[src/rtl/i2c_pkg.sv]
// i2c_pkg: shared I2C types and constants for the slave receive and transmit controllers.
package i2c_pkg;

    typedef enum logic [2:0] {
        IDLE,
        ADDR,
        ADDR_ACK,
        DATA,
        DATA_ACK,
        IGNORE
    } i2c_state_e;

    localparam logic I2C_ACK  = 1'b0;
    localparam logic I2C_NACK = 1'b1;

    localparam int I2C_CNT_W = 4;

endpackage

[src/rtl/i2c_bus_sync.sv]
// i2c_bus_sync: two-flop synchronizers on SCL/SDA plus an edge stage that decodes
// SCL edges and START/STOP conditions in the system clock domain.
module i2c_bus_sync (
    input  logic clk_i,
    input  logic rst_ni,
    input  logic scl_i,
    input  logic sda_i,
    output logic sda_o,
    output logic scl_rise_o,
    output logic scl_fall_o,
    output logic start_o,
    output logic stop_o
);
    logic [1:0] scl_sync_q;
    logic [1:0] sda_sync_q;
    logic       scl_q;
    logic       sda_q;

    // Reset to the idle-bus level so leaving reset never fakes an edge.
    always_ff @(posedge clk_i) begin
        if (!rst_ni) begin
            scl_sync_q <= 2'b11;
            sda_sync_q <= 2'b11;
            scl_q      <= 1'b1;
            sda_q      <= 1'b1;
        end else begin
            scl_sync_q <= {scl_sync_q[0], scl_i};
            sda_sync_q <= {sda_sync_q[0], sda_i};
            scl_q      <= scl_sync_q[1];
            sda_q      <= sda_sync_q[1];
        end
    end

    assign sda_o      = sda_sync_q[1];
    assign scl_rise_o = scl_sync_q[1] & ~scl_q;
    assign scl_fall_o = ~scl_sync_q[1] & scl_q;
    assign start_o    = scl_sync_q[1] & ~sda_sync_q[1] & sda_q;
    assign stop_o     = scl_sync_q[1] & sda_sync_q[1] & ~sda_q;

endmodule

[src/rtl/i2c_slave_rx_ctrl.sv]
// i2c_slave_rx_ctrl: I2C slave receive sequencer with 7-bit address match, ACK slot
// generation and a one-byte valid/ready receive buffer, all on the system clock.
module i2c_slave_rx_ctrl
    import i2c_pkg::*;
#(
    parameter logic [6:0] SLAVE_ADDR = 7'h50
) (
    input  logic       CLK,
    input  logic       RST,
    input  logic       SCL,
    input  logic       SDA_IN,
    output logic       SDA_OE,
    output logic [7:0] RX_DATA,
    output logic       RX_VALID,
    input  logic       RX_READY,
    output logic       ADDR_HIT,
    output logic       BUSY,
    output logic       OVERRUN
);
    localparam logic [I2C_CNT_W-1:0] CNT_LAST = I2C_CNT_W'(8);

    logic                 sda;
    logic                 scl_rise;
    logic                 scl_fall;
    logic                 start;
    logic                 stop;

    i2c_state_e           state_q;
    logic [I2C_CNT_W-1:0] cnt_q;
    logic [I2C_CNT_W-1:0] cnt_d;
    logic [7:0]           sh_q;
    logic [7:0]           sh_d;
    logic                 ack_q;
    logic                 sda_oe_q;
    logic [7:0]           rx_data_q;
    logic                 rx_valid_q;
    logic                 addr_hit_q;
    logic                 busy_q;
    logic                 overrun_q;

    logic                 shift_en;
    logic                 rx_take;
    logic                 rx_load_ok;
    logic                 addr_match;

    i2c_bus_sync u_sync (
        .clk_i      (CLK),
        .rst_ni     (RST),
        .scl_i      (SCL),
        .sda_i      (SDA_IN),
        .sda_o      (sda),
        .scl_rise_o (scl_rise),
        .scl_fall_o (scl_fall),
        .start_o    (start),
        .stop_o     (stop)
    );

    assign sh_d       = {sh_q[6:0], sda};
    assign cnt_d      = cnt_q + I2C_CNT_W'(1);
    assign shift_en   = scl_rise & (state_q == ADDR || state_q == DATA) & (cnt_q != CNT_LAST);
    assign rx_take    = rx_valid_q & RX_READY;
    assign rx_load_ok = ~rx_valid_q | RX_READY;
    assign addr_match = (sh_q[7:1] == SLAVE_ADDR) & ~sh_q[0];

    // Bus conditions outrank bit activity; the host handshake runs independently of the bus.
    always_ff @(posedge CLK) begin
        if (!RST) begin
            state_q    <= IDLE;
            cnt_q      <= '0;
            sh_q       <= '0;
            ack_q      <= I2C_NACK;
            sda_oe_q   <= 1'b0;
            rx_data_q  <= '0;
            rx_valid_q <= 1'b0;
            addr_hit_q <= 1'b0;
            busy_q     <= 1'b0;
            overrun_q  <= 1'b0;
        end else begin
            if (rx_take)
                rx_valid_q <= 1'b0;
            if (stop) begin
                state_q    <= IDLE;
                sda_oe_q   <= 1'b0;
                addr_hit_q <= 1'b0;
                busy_q     <= 1'b0;
            end else if (start) begin
                state_q    <= ADDR;
                cnt_q      <= '0;
                sda_oe_q   <= 1'b0;
                addr_hit_q <= 1'b0;
                busy_q     <= 1'b1;
            end else if (shift_en) begin
                sh_q  <= sh_d;
                cnt_q <= cnt_d;
                if (state_q == DATA && cnt_d == CNT_LAST) begin
                    ack_q <= rx_load_ok ? I2C_ACK : I2C_NACK;
                    if (rx_load_ok) begin
                        rx_data_q  <= sh_d;
                        rx_valid_q <= 1'b1;
                    end else begin
                        overrun_q <= 1'b1;
                    end
                end
            end else if (scl_fall) begin
                case (state_q)
                    ADDR: if (cnt_q == CNT_LAST) begin
                        state_q    <= addr_match ? ADDR_ACK : IGNORE;
                        sda_oe_q   <= addr_match;
                        addr_hit_q <= addr_match;
                    end
                    DATA: if (cnt_q == CNT_LAST) begin
                        state_q  <= DATA_ACK;
                        sda_oe_q <= (ack_q == I2C_ACK);
                    end
                    ADDR_ACK, DATA_ACK: begin
                        state_q  <= DATA;
                        cnt_q    <= '0;
                        sda_oe_q <= 1'b0;
                    end
                    default: ;
                endcase
            end
        end
    end

    assign SDA_OE   = sda_oe_q;
    assign RX_DATA  = rx_data_q;
    assign RX_VALID = rx_valid_q;
    assign ADDR_HIT = addr_hit_q;
    assign BUSY     = busy_q;
    assign OVERRUN  = overrun_q;

endmodule

[config.mk]
export PLATFORM = sky130hd
export DESIGN_NAME = i2c_slave_rx_ctrl
export DESIGN_NICKNAME = d
export VERILOG_FILES = /design/src/rtl/i2c_pkg.sv /design/src/rtl/i2c_bus_sync.sv /design/src/rtl/i2c_slave_rx_ctrl.sv
export SDC_FILE = /design/constraint.sdc
export NUM_CORES = 1
export LEC_CHECK = 0
export ABC_CLOCK_PERIOD_IN_PS = 4800
export BUFFER_PORTS_ARGS = -buffer_cell sky130_fd_sc_hd__buf_4
export CORE_AREA = 2 2 58 60
export CTS_BUF_LIST = sky130_fd_sc_hd__clkbuf_16
export CTS_CLUSTER_SIZE = 12
export DETAILED_ROUTE_END_ITERATION = 16
export DIE_AREA = 0 0 60 62
export GPL_ROUTABILITY_DRIVEN = 0
export MAX_ROUTING_LAYER = met4
export PLACE_DENSITY = 0.81
export SLEW_MARGIN = 15
export SYNTH_ARGS = -nofsm -noshare
export SYNTH_HDL_FRONTEND = slang
export SYNTH_SLANG_ARGS = --single-unit
[constraint.sdc]
create_clock -name CLK -period 4.8 [get_ports CLK]
set_input_delay 0.96 -clock CLK [delete_from_list [all_inputs] [get_ports CLK]]
set_output_delay 0.96 -clock CLK [all_outputs]
set_load 0.01 [all_outputs]
== Yosys cells after proc, flatten, opt, wreduce, memory -nomap -nowiden ==
Cells that the tools add are included.

* Register bits: 35
* Bits of input ports: 5
* Output and inout bits: 13
* Logic and storage cells: 91

* Add/sub/neg operators: 1
* Equality and inequality tests: 13
* Muxes and demuxes: 21
* Bitwise gates (word level): 23
* Reductions and logical operators: 18

{| class="wikitable"
|+ Operators by type and width
! operator !! count
|-
| 5-bit AND reduction || 4
|-
| 4-bit two-way mux || 4
|-
| 1-bit two-way mux || 12
|-
| 1-bit inverter || 12
|-
| 1-bit AND || 10
|-
| 3-bit two-way mux || 3
|-
| 3-bit one-hot mux with 3 select lines || 1
|-
| 3-bit nonzero test || 3
|-
| 4-bit equality test (second input constant) || 2
|-
| 4-bit AND reduction || 2
|-
| 7-bit equality test (second input constant) || 1
|-
| 3-bit by 2-bit equality test with 1-bit output (second input constant) || 2
|-
| 3-bit by 2-bit != test with 1-bit output (second input constant) || 2
|-
| 3-bit AND reduction || 2
|-
| 4-bit by 1-bit adder with 4-bit output (second input constant) || 1
|-
| 2-bit by 1-bit != test with 1-bit output (second input constant) || 2
|-
| 4-bit != test (second input constant) || 1
|-
| 4-bit nonzero test || 1
|-
| 2-bit OR reduction || 2
|-
| 3-bit by 1-bit equality test with 1-bit output (second input constant) || 1
|-
| 3-bit equality test (second input constant) || 1
|-
| 1-bit one-hot mux with 3 select lines || 1
|-
| 3-bit OR reduction || 1
|-
| 2-bit != test (second input constant) || 1
|-
| 4 further kinds || 4
|}

== Depth between registers and ports, before layout ==
* Word-level depth: 8
* Mapped depth: 8

== By module ==
Synthesis repeated with hierarchy kept, for this count alone.

* Cells, all modules: 170
* Area, all modules: 1556.5 µm²

{| class="wikitable"
|+ Modules (own cells, without submodules)
! module !! instances !! cells each !! area an instance (µm²) !! seq. area each (µm²)
|-
| i2c_slave_rx_ctrl || 1 || 154 || 1366.3 || 580.6
|-
| i2c_bus_sync || 1 || 16 || 190.2 || 120.1
|}

== Least setup slack after synthesis ==
OpenSTA, ideal clock, no wires.

* Path type: reg-to-reg
* Start point: reg cnt_q[0]
* End point: reg rx_data_q[0] (netlist: RX_DATA[0])
* Arrival time: 2.083 ns
* Required time: 4.728 ns
* Slack: 2.645 ns
* Cell stages (with the launch flop): 8
* Period minus slack after synthesis: 2.155 ns
* Path through: dfxtp_1 inv_1 ha_1 and3b_1 buf_6 or3_4 nor4_4 mux2i_1

* Longest elaborated chain between the ends: 4
* Elaborated cells on any way between the ends: 6

{| class="wikitable"
|+ RTL lines
! item !! line !! RTL
|-
| start, declared || i2c_slave_rx_ctrl.sv:29 || <nowiki>logic [I2C_CNT_W-1:0] cnt_q;</nowiki>
|-
| start signal, assigned || i2c_slave_rx_ctrl.sv:94 || <nowiki>cnt_q <= cnt_d;</nowiki>
|-
| 4-bit by 1-bit adder with 4-bit output || i2c_slave_rx_ctrl.sv:59 || <nowiki>assign cnt_d = cnt_q + I2C_CNT_W'(1);</nowiki>
|-
| 4-bit equality test || i2c_slave_rx_ctrl.sv:95 || <nowiki>if (state_q == DATA && cnt_d == CNT_LAST) begin</nowiki>
|-
| 1-bit logical AND || i2c_slave_rx_ctrl.sv:95 ||
|-
| 5-bit AND reduction (no source line) (*) || n/a ||
|-
| end signal, assigned || i2c_slave_rx_ctrl.sv:73 || <nowiki>rx_data_q <= '0;</nowiki>
|-
| end signal, assigned || i2c_slave_rx_ctrl.sv:98 || <nowiki>rx_data_q <= sh_d;</nowiki>
|-
| end, declared || i2c_slave_rx_ctrl.sv:35 || <nowiki>logic [7:0] rx_data_q;</nowiki>
|}

Every way passes the cells marked *; elsewhere a longest branch is shown, timed or not.
A chain may end at the register's enable or synchronous reset.

== Final worst setup path ==
Ends and elaborated chain as after synthesis.

==> qor.yml <==
layout:
  fin_nets: 211
  fin_area_um2: 1910
  layout.cells.non_filler: 250
  layout-drive-gt1-share: 0.127
  syn2layout_area_growth_pct: 17.0
  n_antenna_cell: 0
logic_synthesis:
  synth_top_family_by_area: "simple AND/OR/NAND/NOR gates"
  synth_adder_area_share: 0.0230
  syn_avg_cell_area_um2: 8.65
  synth_edf_count: 0
  netlist_area_um2: 1640
  synth_seq_area_share: 0.428
  synthMuxAreaShare: 0.0551
  synth_xor_area_frac: 0.0214
  synth_compound_area_frac: 0.164
  synth-simple-area-share: 0.265
  synthArstFlopShare: 0
  syn-num-nets: 197
  syn_inst: 189
  ys_warn_count: 0
  ys.flop_type: "dfxtp_1"
  ys_ff_latch: 35
  synth.distinct_cells: 45
sta:
  slew_viol_final: 0
  setup_violations: 0
  tns_ns: 0
  hold_viol: 0
  slew_headroom: 0.265
  rsz0062_at_grt: "no"
  period_needed_ns: 2.41
  post-route-period-util: 0.501
  tightestPinTransition_ns: 1.09
  timing.fmax_mhz: 416
  clock_skew_ns: 0.00506
floorplanning:
  die_h_um: 62
  die-area_um2: 3720
  initial_core_util: 0.514
  rows: 21
  die_x_um: 60
  pin_count: 18
  core_area_um2: 3180
grt:
  grt_overflow_total: 0
  grt_max_degree: 31
  grt_pass1_vias: 1288
  grt_use_total: 0.228
  grt_pass1_wl_mm: 6.03
  antenna_found_initial: 0
drt:
  drtAntennaViolNets: 0
  drtIter0Drc: 77
  wl_mm: 3.51
  wire_per_inst_um: 14.0
  vias: 1403
  drtPass1Iterations: 4
  drc_errors: 0
  vias_per_cell: 5.61
run_status:
  status: "complete, no violations"
clocking:
  cts_hold_buf: 0
  cts_resized: 0
  clock_path_buffers: 2
  cts_tree: "yes"
  numCtsBuffers: 5
  htreeDepth: 2
  clkTransAtPathRegs_ns: 0.05
  cts_setup_buffers: 0
  clock-root-buffer: "clkbuf_16"
  insertion_delay_ns: 0.28
  clock_sinks: 35
job:
  max_cap_violations: 0
critical_path:
  crit_arrival_ns: 2.60
  cp_cell_sequence: "inv_1, ha_1, and3b_1, or3_4, nor4_4, mux2i_1"
  worstPathRequired_ns: 5.00
  end_kind: "flip-flop"
  crit_fanout: 12
  path_class: "reg -> reg"
  max_stage_delay_ns: 0.66
  start_kind: "flip-flop"
  cpMaxStageDelayCell: "nor4_4"
place:
  hpwl_mm: 2.40
  placed_area_um2: 1780
  dp.cells: 242
  port_buffers: 17
power:
  ir_worst_vdd_uv: 265
  p_leak_nw: 0.703
  power.density_nw_per_um2: 328
  power_w: 0.000627
hold_path:
  hold_class: "reg -> reg"
==> layout by cell type (no fill, tap or decap), types with 2 or more instances in the layout <==
cell type   n
xor2_1      3
buf_4      17
or3_1       2
nor2b_1     5
o2111ai_1   2
nor3_1      2
nor3b_1     2
dfxtp_1    35
nand2b_1    8
o21ai_0     5
nand3_1     2
o311ai_0    2
mux2i_1     9
o21a_1      2
o31ai_1     3
clkbuf_16   5
a21oi_1    16
inv_1       9
a31oi_1     2
ha_1        3
nor2_1      4
nand2_1    42
==> critical path: cells and delay by family (launching register included) <==
family                   cells  cell delay [ns]
AND/OR/NAND/NOR              3             1.36
flip-flops                   1             0.40
multiplexers                 1             0.28
adder cells (fa/ha/maj)      1             0.22
buffers and inverters        1             0.08
==> cell usage after synthesis, types with 3 or more instances <==
library cell,instances,area share
nor2b_1,5,0.019
nor2_1,4,0.0092
o21ai_0,5,0.015
dfxtp_1,35,0.43
nand2b_1,8,0.031
inv_1,7,0.016
a21oi_1,16,0.049
clkbuf_1,9,0.021
nand2_1,42,0.096
mux2i_1,9,0.055
o31ai_1,3,0.014
xor2_1,3,0.016
ha_1,3,0.023
==> stage by stage <==
| step | hold slack, ns | utilization | worst slack, ns |
|---|---|---|---|
| finish | 0.406 | 0.602 | 2.39 |
| global route | 0.426 | 0.602 | 2.26 |
| CTS | 0.407 | 0.602 | 2.37 |
| detailed placement | 0.394 | 0.558 | 2.40 |
| global placement | 0.391 | 0.558 | 2.50 |
| floorplan | 0.386 | - | 2.65 |
==> cell families after synthesis <==
| logic type | after synthesis |
|---|---|
| AO/OA/AOI/OAI | 41 |
| flip-flops | 35 |
| AND/OR/NAND/NOR | 80 |
| multiplexers | 9 |
| XOR/XNOR | 4 |
| buffers and inverters | 17 |
| adder cells (fa/ha/maj) | 3 |
==> metal layers <==
layer	track usage	part of all wire	up-vias
li1	-	-	696
met1	0.275	0.44	675
met2	0.370	0.52	30
met3	0.0745	0.034	2
met4	0.0571	0.0071	0
met5	-	0	-
==> final timing paths <==
check                                  start                               to  slack, ns  cells after the start
max                    cnt_q[0]$_SDFFE_PN0P_          RX_DATA[0]$_SDFFE_PN0P_       2.39                      6
min          u_sync.sda_sync_q[0]$_SDFF_PN1_  u_sync.sda_sync_q[1]$_SDFF_PN1_       0.41                      1
max reg2reg            cnt_q[0]$_SDFFE_PN0P_          RX_DATA[0]$_SDFFE_PN0P_       2.39                      6
min reg2reg  u_sync.sda_sync_q[0]$_SDFF_PN1_  u_sync.sda_sync_q[1]$_SDFF_PN1_       0.41                      1
==> layout make-up <==
| class | instances | area [um2] |
|---|---|---|
| Clock buffer | 5 | 125 |
| Clock inverter | 3 | 12.5 |
| Fill cell | 277 | 1270 |
| Inverter | 7 | 26.3 |
| Multi-Input combinational cell | 137 | 863 |
| Sequential cell | 35 | 701 |
| Tap cell | 46 | 57.6 |
| Timing Repair Buffer | 17 | 128 |
==> registers in the layout, indices dropped and copies added (netlist names) <==
register,count
cnt_q,4
sh_q,8
BUSY,1
SDA_OE,1
u_sync.sda_sync_q,2
u_sync.sda_q,1
u_sync.scl_sync_q,2
OVERRUN,1
ack_q,1
u_sync.scl_q,1
RX_VALID,1
RX_DATA,8
state_q,3
ADDR_HIT,1
==> report_power, final <==
group / total (W) / internal [W] / switching (W)
clock: 0.000300 / 0.000187 / 0.000113
combinational: 0.0000247 / 0.00000992 / 0.0000148
sequential: 0.000302 / 0.000295 / 0.00000714
total: 0.000627 / 0.000492 / 0.000135
No activity file was read; power rests on OpenSTA's default activity.
